<file path="src/rtl/text_pkg.sv">
// Shared constants, the clear-FSM state type and the write-time character
// sanitiser for the on-screen text renderer.
package text_pkg;

  localparam int FONT_W = 8;
  localparam int FONT_H = 8;

  localparam logic [7:0] ASCII_SPACE = 8'h20;
  localparam logic [7:0] FONT_BASE   = 8'h20;
  localparam logic [7:0] ASCII_MAX   = 8'h5F;

  typedef enum logic {
    CLR_IDLE  = 1'b0,
    CLR_SWEEP = 1'b1
  } clr_state_e;

  // The font ROM only holds glyphs 0x20..0x5F; anything else renders as blank.
  function automatic logic [7:0] sanitize_ascii(input logic [7:0] c);
    return ((c < FONT_BASE) || (c > ASCII_MAX)) ? ASCII_SPACE : c;
  endfunction

endpackage

</file>
<file path="src/rtl/text_buffer.sv">
// NUM_CHARS x 8 character store with a sanitising write port, a one-slot-per-cycle
// clear sweep (entered on clear or reset) and one asynchronous read port.
module text_buffer
  import text_pkg::*;
#(
  parameter  int NUM_CHARS = 16,
  localparam int IW        = $clog2(NUM_CHARS)
) (
  input  logic          clk,
  input  logic          reset,
  input  logic          i_wr_en,
  input  logic [IW-1:0] i_wr_idx,
  input  logic [7:0]    i_wr_char,
  input  logic          i_clear,
  input  logic [IW-1:0] i_rd_idx,
  output logic [7:0]    o_rd_char,
  output logic          o_busy,
  output clr_state_e    o_state
);

  localparam logic [IW-1:0] LAST_SLOT = IW'(NUM_CHARS - 1);

  logic [7:0]    r_mem [NUM_CHARS];
  clr_state_e    r_state;
  clr_state_e    w_state_nxt;
  logic [IW-1:0] r_k;
  logic [IW-1:0] w_k_nxt;

  always_ff @(posedge clk) begin
    if (reset) begin
      r_state <= CLR_SWEEP;
      r_k     <= '0;
    end else begin
      r_state <= w_state_nxt;
      r_k     <= w_k_nxt;
    end
  end

  always_comb begin
    w_state_nxt = r_state;
    w_k_nxt     = r_k;
    case (r_state)
      CLR_IDLE: begin
        if (i_clear) begin
          w_state_nxt = CLR_SWEEP;
          w_k_nxt     = '0;
        end
      end
      CLR_SWEEP: begin
        if (i_clear) begin
          w_k_nxt = '0;
        end else if (r_k == LAST_SLOT) begin
          w_state_nxt = CLR_IDLE;
          w_k_nxt     = '0;
        end else begin
          w_k_nxt = r_k + 1'b1;
        end
      end
      default: begin
        w_state_nxt = CLR_IDLE;
        w_k_nxt     = '0;
      end
    endcase
  end

  // The sweep owns the array while busy, so user writes are dropped then.
  always_ff @(posedge clk) begin
    if (r_state == CLR_SWEEP) begin
      r_mem[r_k] <= ASCII_SPACE;
    end else if (i_wr_en) begin
      r_mem[i_wr_idx] <= sanitize_ascii(i_wr_char);
    end
  end

  assign o_rd_char = r_mem[i_rd_idx];
  assign o_busy    = (r_state == CLR_SWEEP);
  assign o_state   = r_state;

endmodule

</file>
<file path="src/rtl/text_renderer.sv">
// One on-screen text line: maps the pixel position into the text box, drives the
// font ROM address and produces text_on two cycles after hcount/vcount.
module text_renderer
  import text_pkg::*;
#(
  parameter  int NUM_CHARS  = 16,
  parameter  int ORIGIN_X   = 0,
  parameter  int ORIGIN_Y   = 0,
  parameter  int SCALE_LOG2 = 1,
  parameter  int CW         = 10,
  localparam int IW         = $clog2(NUM_CHARS)
) (
  input  logic          clk,
  input  logic          reset,
  input  logic          wr_en,
  input  logic [IW-1:0] wr_idx,
  input  logic [7:0]    wr_char,
  input  logic          clear,
  output logic          busy,
  input  logic [CW-1:0] hcount,
  input  logic [CW-1:0] vcount,
  input  logic          video_on,
  output logic [7:0]    font_char,
  output logic [2:0]    font_row,
  input  logic [7:0]    font_bitmap,
  output logic          text_on,
  output clr_state_e    dbg_clr_state
);

  localparam logic [CW:0] BOX_W = (CW+1)'(NUM_CHARS * FONT_W);
  localparam logic [CW:0] BOX_H = (CW+1)'(FONT_H);

  logic [CW:0]   w_dx_full;
  logic [CW:0]   w_dy_full;
  logic [CW-1:0] w_dx;
  logic [CW-1:0] w_dy;
  logic          w_hit;
  logic [IW-1:0] w_idx;
  logic [7:0]    w_rd_char;

  logic          r_in_box;
  logic [2:0]    r_col;
  logic [7:0]    r_font_char;
  logic [2:0]    r_font_row;
  logic          r_text_on;

  // The extra top bit flags pixels left of / above the origin as outside.
  assign w_dx_full = {1'b0, hcount} - (CW+1)'(ORIGIN_X);
  assign w_dy_full = {1'b0, vcount} - (CW+1)'(ORIGIN_Y);
  assign w_dx      = w_dx_full[CW-1:0] >> SCALE_LOG2;
  assign w_dy      = w_dy_full[CW-1:0] >> SCALE_LOG2;
  assign w_hit     = video_on
                   & ~w_dx_full[CW] & ({1'b0, w_dx} < BOX_W)
                   & ~w_dy_full[CW] & ({1'b0, w_dy} < BOX_H);
  assign w_idx     = w_dx[IW+2:3];

  text_buffer #(.NUM_CHARS(NUM_CHARS)) u_buf (
    .clk       (clk),
    .reset     (reset),
    .i_wr_en   (wr_en),
    .i_wr_idx  (wr_idx),
    .i_wr_char (wr_char),
    .i_clear   (clear),
    .i_rd_idx  (w_idx),
    .o_rd_char (w_rd_char),
    .o_busy    (busy),
    .o_state   (dbg_clr_state)
  );

  always_ff @(posedge clk) begin
    if (reset) begin
      r_in_box    <= 1'b0;
      r_col       <= '0;
      r_font_char <= '0;
      r_font_row  <= '0;
      r_text_on   <= 1'b0;
    end else begin
      r_in_box    <= w_hit;
      r_col       <= w_dx[2:0];
      r_font_char <= w_hit ? (w_rd_char - FONT_BASE) : 8'h00;
      r_font_row  <= w_hit ? w_dy[2:0] : 3'd0;
      // Bit 7 of the bitmap is the leftmost glyph column.
      r_text_on   <= r_in_box & font_bitmap[3'd7 - r_col];
    end
  end

  assign font_char = r_font_char;
  assign font_row  = r_font_row;
  assign text_on   = r_text_on;

endmodule

</file>
<file path="config.mk">
export PLATFORM = sky130hd
export DESIGN_NAME = text_renderer
export DESIGN_NICKNAME = d
export VERILOG_FILES = /design/src/rtl/text_pkg.sv /design/src/rtl/text_buffer.sv /design/src/rtl/text_renderer.sv
export SDC_FILE = /design/constraint.sdc
export NUM_CORES = 1
export LEC_CHECK = 0
export CAP_MARGIN = 25
export CORE_MARGIN = 5
export CORE_UTILIZATION = 40
export DETAILED_ROUTE_END_ITERATION = 7
export GPL_ROUTABILITY_DRIVEN = 0
export SYNTH_ARGS = -nofsm -noshare
export SYNTH_HDL_FRONTEND = slang
export SYNTH_SLANG_ARGS = --single-unit
</file>
<file path="constraint.sdc">
create_clock -name clk -period 2.8 [get_ports clk]
set_input_delay 0.28 -clock clk [delete_from_list [all_inputs] [get_ports clk]]
set_output_delay 0.28 -clock clk [all_outputs]
set_load 0.05 [all_outputs]
</file>
# Word-level counts from Yosys, hierarchy flattened

Memories as Yosys holds them, arrays and structs flattened.
Cells that the tools add are included.

Register bits: 21
RAM bits: 128
Input bits: 45
Output and inout bits: 14
Word-level logic and storage cells: 45
Memories kept: 1

$add $sub $neg: 3
$lt $le $gt $ge: 5
Equality and inequality tests: 2
Muxes and demuxes: 19
Bitwise gates (word level): 5
Reductions and logical operators: 3

Memory list:

| name        | depth | width | rd ports | clocked after memory_dff | wr ports | line              | text |
|---|---|---|---|---|---|---|---|
| u_buf.r_mem | 16    | 8     | 1        | 0                        | 1        | text_buffer.sv:23 | `logic [7:0] r_mem [NUM_CHARS];` |

Operators by type and width:

| cell                | number |
|---|---|
| $mux 4              | 4 |
| $mux 8              | 2 |
| $mux 1              | 10 |
| $lt 9x4->1 const B  | 1 |
| $lt 9x8->1 const B  | 1 |
| $gt 8x7->1 const B  | 1 |
| $lt 8x6->1 const B  | 1 |
| $pmux 4 s2          | 1 |
| $reduce_or 8->1     | 1 |
| $sub 8x6->8 const B | 1 |
| $add 4x1->4 const B | 1 |
| $eq 4x4->1 const B  | 1 |
| $lt 3x4->1 const B  | 1 |
| $and 1x1->1         | 3 |
| $bmux 1 s3          | 1 |
| $sub 3x3->3 const A | 1 |
| $ne 2x2->1 const B  | 1 |
| $not 1->1           | 2 |
| $pmux 1 s2          | 1 |
| $reduce_or 2->1     | 1 |
| $logic_or 1x1->1    | 1 |

# Longest topological paths before layout

Depth in word-level cells: 5
Mapped depth: 8
Gate-level depth less buffers: 6

# Cells and area by module

From an unflattened synthesis, not the netlist that was laid out.

Cell total of the unflattened synthesis: 315
Area total of the unflattened synthesis: 5926.9 µm²

By module, submodules not included:

| module        | instances | cells each | area an instance (µm²) | sequential area each (µm²) |
|---|---|---|---|---|
| text_buffer   | 1         | 269        | 5365.1                 | 3943.8 |
| text_renderer | 1         | 46         | 561.8                  | 320.3 |

# Worst setup path before layout

Ideal clock, no wire load.

Kind: register -> register
From: register u_buf.r_state, in the netlist u_buf.o_busy
To: memory u_buf.r_mem[5][0], enable pin
Setup time: 370 ps
Arrival time: 1679 ps
Slack: 751 ps
Cell stages (with the launch flop): 5
Path buffers: 1
Period minus slack after synthesis: 2049 ps
Path through: dfxtp_1 -> clkbuf_1 -> nor3b_1 -> a31oi_1 -> nor2_1

Cells in the longest elaborated chain, start to end: 4
Elaborated cells on any way between the ends: 7
Those cells by class: 6 x mux; 1 x reduce/logical

RTL lines:

| item                                       | line              | text |
|---|---|---|
| from (decl)                                | text_buffer.sv:24 | `clr_state_e r_state;` |
| from (signal assigned)                     | text_buffer.sv:34 | `r_state <= w_state_nxt;` |
| $mux 1                                     | text_buffer.sv:68 | `if (r_state == CLR_SWEEP) begin` |
| $mux 1 (implied by the code)               | text_buffer.sv:71 | `r_mem[i_wr_idx] <= sanitize_ascii(i_wr_char);` |
| $reduce_or 8->1 (no line)                  | --                |  |
| $mux 4 (no line) or $mux 1 (tied branches) | --                |  |
| to (decl)                                  | text_buffer.sv:23 |  |

Parallel ways exist; a longest one is shown, timed or not.

# Worst setup path in the final report

From: input wr_en
To: memory u_buf.r_mem[4][7], enable pin

Cells in the longest elaborated chain, start to end: 5
Elaborated cells on any way between the ends: 6
Those cells by class: 5 x mux; 1 x reduce/logical

RTL lines:

| item                                       | line                | text |
|---|---|---|
| from (decl)                                | text_renderer.sv:15 | `input logic wr_en,` |
| $mux 1 *                                   | text_buffer.sv:70   | `end else if (i_wr_en) begin` |
| $mux 1 *                                   | text_buffer.sv:68   |  |
| $mux 1 (implied by the code) *             | text_buffer.sv:71   |  |
| $reduce_or 8->1 (no line)                  | --                  |  |
| $mux 4 (no line) or $mux 1 (tied branches) | --                  |  |

Mark *: on every way between the ends. The rest lies on a longest branch, timed or not.

==> impl_metrics.env <==
export IMPL_period_share=0.749
export IMPL_grt_max_degree=26
export IMPL_clkLatencyLatePin_ns=0.42
export IMPL_ant_nets=0
export IMPL_drt_initial_drc_count=194
export IMPL_r2r_end="u_buf.r_mem[4][7]$_DFFE_PP_"
export IMPL_final_area_um2=7400
export IMPL_cp_arrival_ns=2.14
export IMPL_critPathLaunchType="input port"
export IMPL_layout_common_cells="128 x edfxtp_1, 55 x clkdlybuf4s50_1, 34 x mux4_2, 34 x nor2_1, 21 x dfxtp_1"
export IMPL_clk_path_buf_depth=2
export IMPL_peakVddDrop_v=0.000488
export IMPL_rows=44
export IMPL_fp_dieW_um=131
export IMPL_syn_area_um2=5840
export IMPL_hold_path_class="input port to flip-flop"
export IMPL_r2r_cells=4
export IMPL_synthToLayoutAreaGrowth_pct=26.8
export IMPL_finalSetupViolations=0
export IMPL_hold_depth=2
export IMPL_yosysWarnings=0
export IMPL_io_pins=59
export IMPL_fin_worst_skew_ns=0.00662
export IMPL_startpoint="wr_en"
export IMPL_cts_root_buffer="clkbuf_16"
export IMPL_nNetsFinal=452
export IMPL_drive_gt1_frac=0.203
export IMPL_outcome="completed"
export IMPL_ys_types=34
export IMPL_n_antenna_cell=0
export IMPL_placed_cell_area_um2=6730
export IMPL_cap_violations=0
export IMPL_mostFrequentLayoutCell="edfxtp_1"
export IMPL_max_slew_margin=0.371
export IMPL_r2r_slack_ns=0.72
export IMPL_setup_tns_ns=0
export IMPL_maxSlewViolCount=0
export IMPL_wl_um=12200
export IMPL_worst_slew_pin_slew_ns=0.939
export IMPL_antenna_found_initial=0
export IMPL_grt_pass1_wl_um=18900
export IMPL_die_h_um=131
export IMPL_post_cts_buffers=0
export IMPL_rsz0062_at_grt="no"
export IMPL_p_leak_nw=2.36
export IMPL_fillers=1229
export IMPL_powerDensity_nw_per_um2=699
export IMPL_routedWlPerCell_um=20.2
export IMPL_hold_viol=0
export IMPL_dp_cells=570
export IMPL_cts_tree="yes"
export IMPL_busiest_layer="met2"
export IMPL_required_ns=2.84
export IMPL_stdcell_count=602
export IMPL_portBuffers=56
export IMPL_vias=3123
export IMPL_cts_buffers=17
export IMPL_grt_util_all_layers=0.155
export IMPL_dp_hpwl_um=8250
export IMPL_gr_total_overflow=0
export IMPL_grt_pass1_vias=3447
export IMPL_post_cts_resized=0
export IMPL_vias_per_cell=5.19
export IMPL_cts_sinks=149
export IMPL_start_util=0.405
export IMPL_cts_max_level=4
export IMPL_drc=0
export IMPL_use_met3=0.0533
export IMPL_drtPass1Iterations=4
export IMPL_ys_seq_elements=149
export IMPL_fmax_mhz=477
export IMPL_syn_avg_cell_area_um2=18.6
export IMPL_crit_end="u_buf.r_mem[4][7]$_DFFE_PP_"
export IMPL_gr_usage_met2=0.257
export IMPL_ys_seq_area_frac=0.731
export IMPL_period_needed_ns=2.10
export IMPL_crit_path_max_fanout=10
export IMPL_netlist_instances=313
export IMPL_crit_type="input port to flip-flop"
export IMPL_setup_worst_path_end_class="flip-flop"
export IMPL_met1_usage=0.195
export IMPL_die_area_um2=17100
export IMPL_core_um2=14400
export IMPL_clk_pin_slew_ns=0.06
export IMPL_cts_hold_fix_buffers=0
export IMPL_r2r_start="u_buf.o_busy$_SDFF_PP1_"
layer usage:
metal,part of all wire,wire length [µm],up-vias
met5,0,0,-
met4,0.011,134,0
met2,0.50,6070,105
li1,-,-,1419
met1,0.42,5150,1585
met3,0.066,805,14
cell usage after synthesis:
cell	instances	area [µm²]
edfxtp_1	128	3840
mux4_2	34	766
nor2_1	34	128
dfxtp_1	21	420
nor2b_1	10	62.6
and2_1	8	50.1
inv_1	7	26.3
a31oi_1	6	37.5
nand2_1	6	22.5
nor3_1	6	30.0
a2111oi_0	5	43.8
a211oi_1	5	37.5
buf_2	5	25.0
clkbuf_1	5	18.8
nor3b_1	4	30.0
buf_4	3	22.5
mux4_1	3	78.8
xnor2_1	3	26.3
buf_6	2	22.5
ha_1	2	25.0
mux2i_1	2	20.0
nand3_1	2	10.0
a21oi_1	1	5.00
a22oi_1	1	7.51
a32oi_1	1	8.76
and3_1	1	6.26
conb_1	1	3.75
mux2_2	1	11.3
nand2b_1	1	6.26
nor4_1	1	6.26
nor4b_1	1	8.76
o21ai_0	1	5.00
o41a_1	1	11.3
or4b_1	1	10.0
through the flow:
stage                     total power [mW]  utilization  setup slack (ns)  hold slack [ns]
final                                 5.17        0.513             0.703            0.418
after CTS                             5.22        0.513             0.667            0.397
after global placement                2.67        0.467             0.292            0.459
after detailed placement              2.67        0.467             0.226            0.455
after global routing                  5.34        0.513             0.525            0.405
after floorplan                       2.57            -             0.751            0.357
critical path, cell delays in order:
cell	delay, ns
clkdlybuf4s50_1	0.52
nand2b_1	0.22
nor3_1	0.19
a31oi_1	0.14
nor2_1	0.79
area by class of cell:
type                       count  area (µm²)  area share
inverter                       7        26.3     0.00355
clock inverter                14         231      0.0313
tap                          184         230      0.0311
sequential                   149        4260       0.576
clock buffer                  18         439      0.0593
timing repair buffer          73         696      0.0940
multi-input combinational    157        1510       0.205
registers in the layout (all words and copies together), names as in the netlist:
name          flops
u_buf.r_mem     128
text_on           1
font_row          3
r_col             3
u_buf.o_busy      1
font_char         8
u_buf.r_k         4
r_in_box          1
worst min path at each step:
stage | from | endpoint | slack [ns]
floorplan | clear | u_buf.r_k[0]$_SDFFE_PP0P_ | 0.36
global placement | r_in_box$_SDFF_PP0_ | text_on$_SDFF_PP0_ | 0.46
detailed placement | r_in_box$_SDFF_PP0_ | text_on$_SDFF_PP0_ | 0.46
CTS | hcount[2] | r_col[1]$_SDFF_PP0_ | 0.40
global route | hcount[2] | r_col[1]$_SDFF_PP0_ | 0.41
finish | hcount[2] | r_col[1]$_SDFF_PP0_ | 0.42
cell families after synthesis:
group,count (synthesis),share of synthesized area
DFF,149,0.731
and+or+nand+nor,75,0.0635
muxes,40,0.150
buffers and inverters,22,0.0197
AOI/OAI and AO/OA,21,0.0268
xor gates and xnor gates,3,0.00450
adders and majority gates,2,0.00429
other,1,0.000642
where the power goes:
| part | switching, mW | internal (mW) |
|---|---|---|
| sequential | 0.00725 | 2.40 |
| clock | 0.864 | 1.69 |
| combinational | 0.0910 | 0.122 |
| total | 0.962 | 4.21 |
No activity file was read; power rests on OpenSTA's default activity.
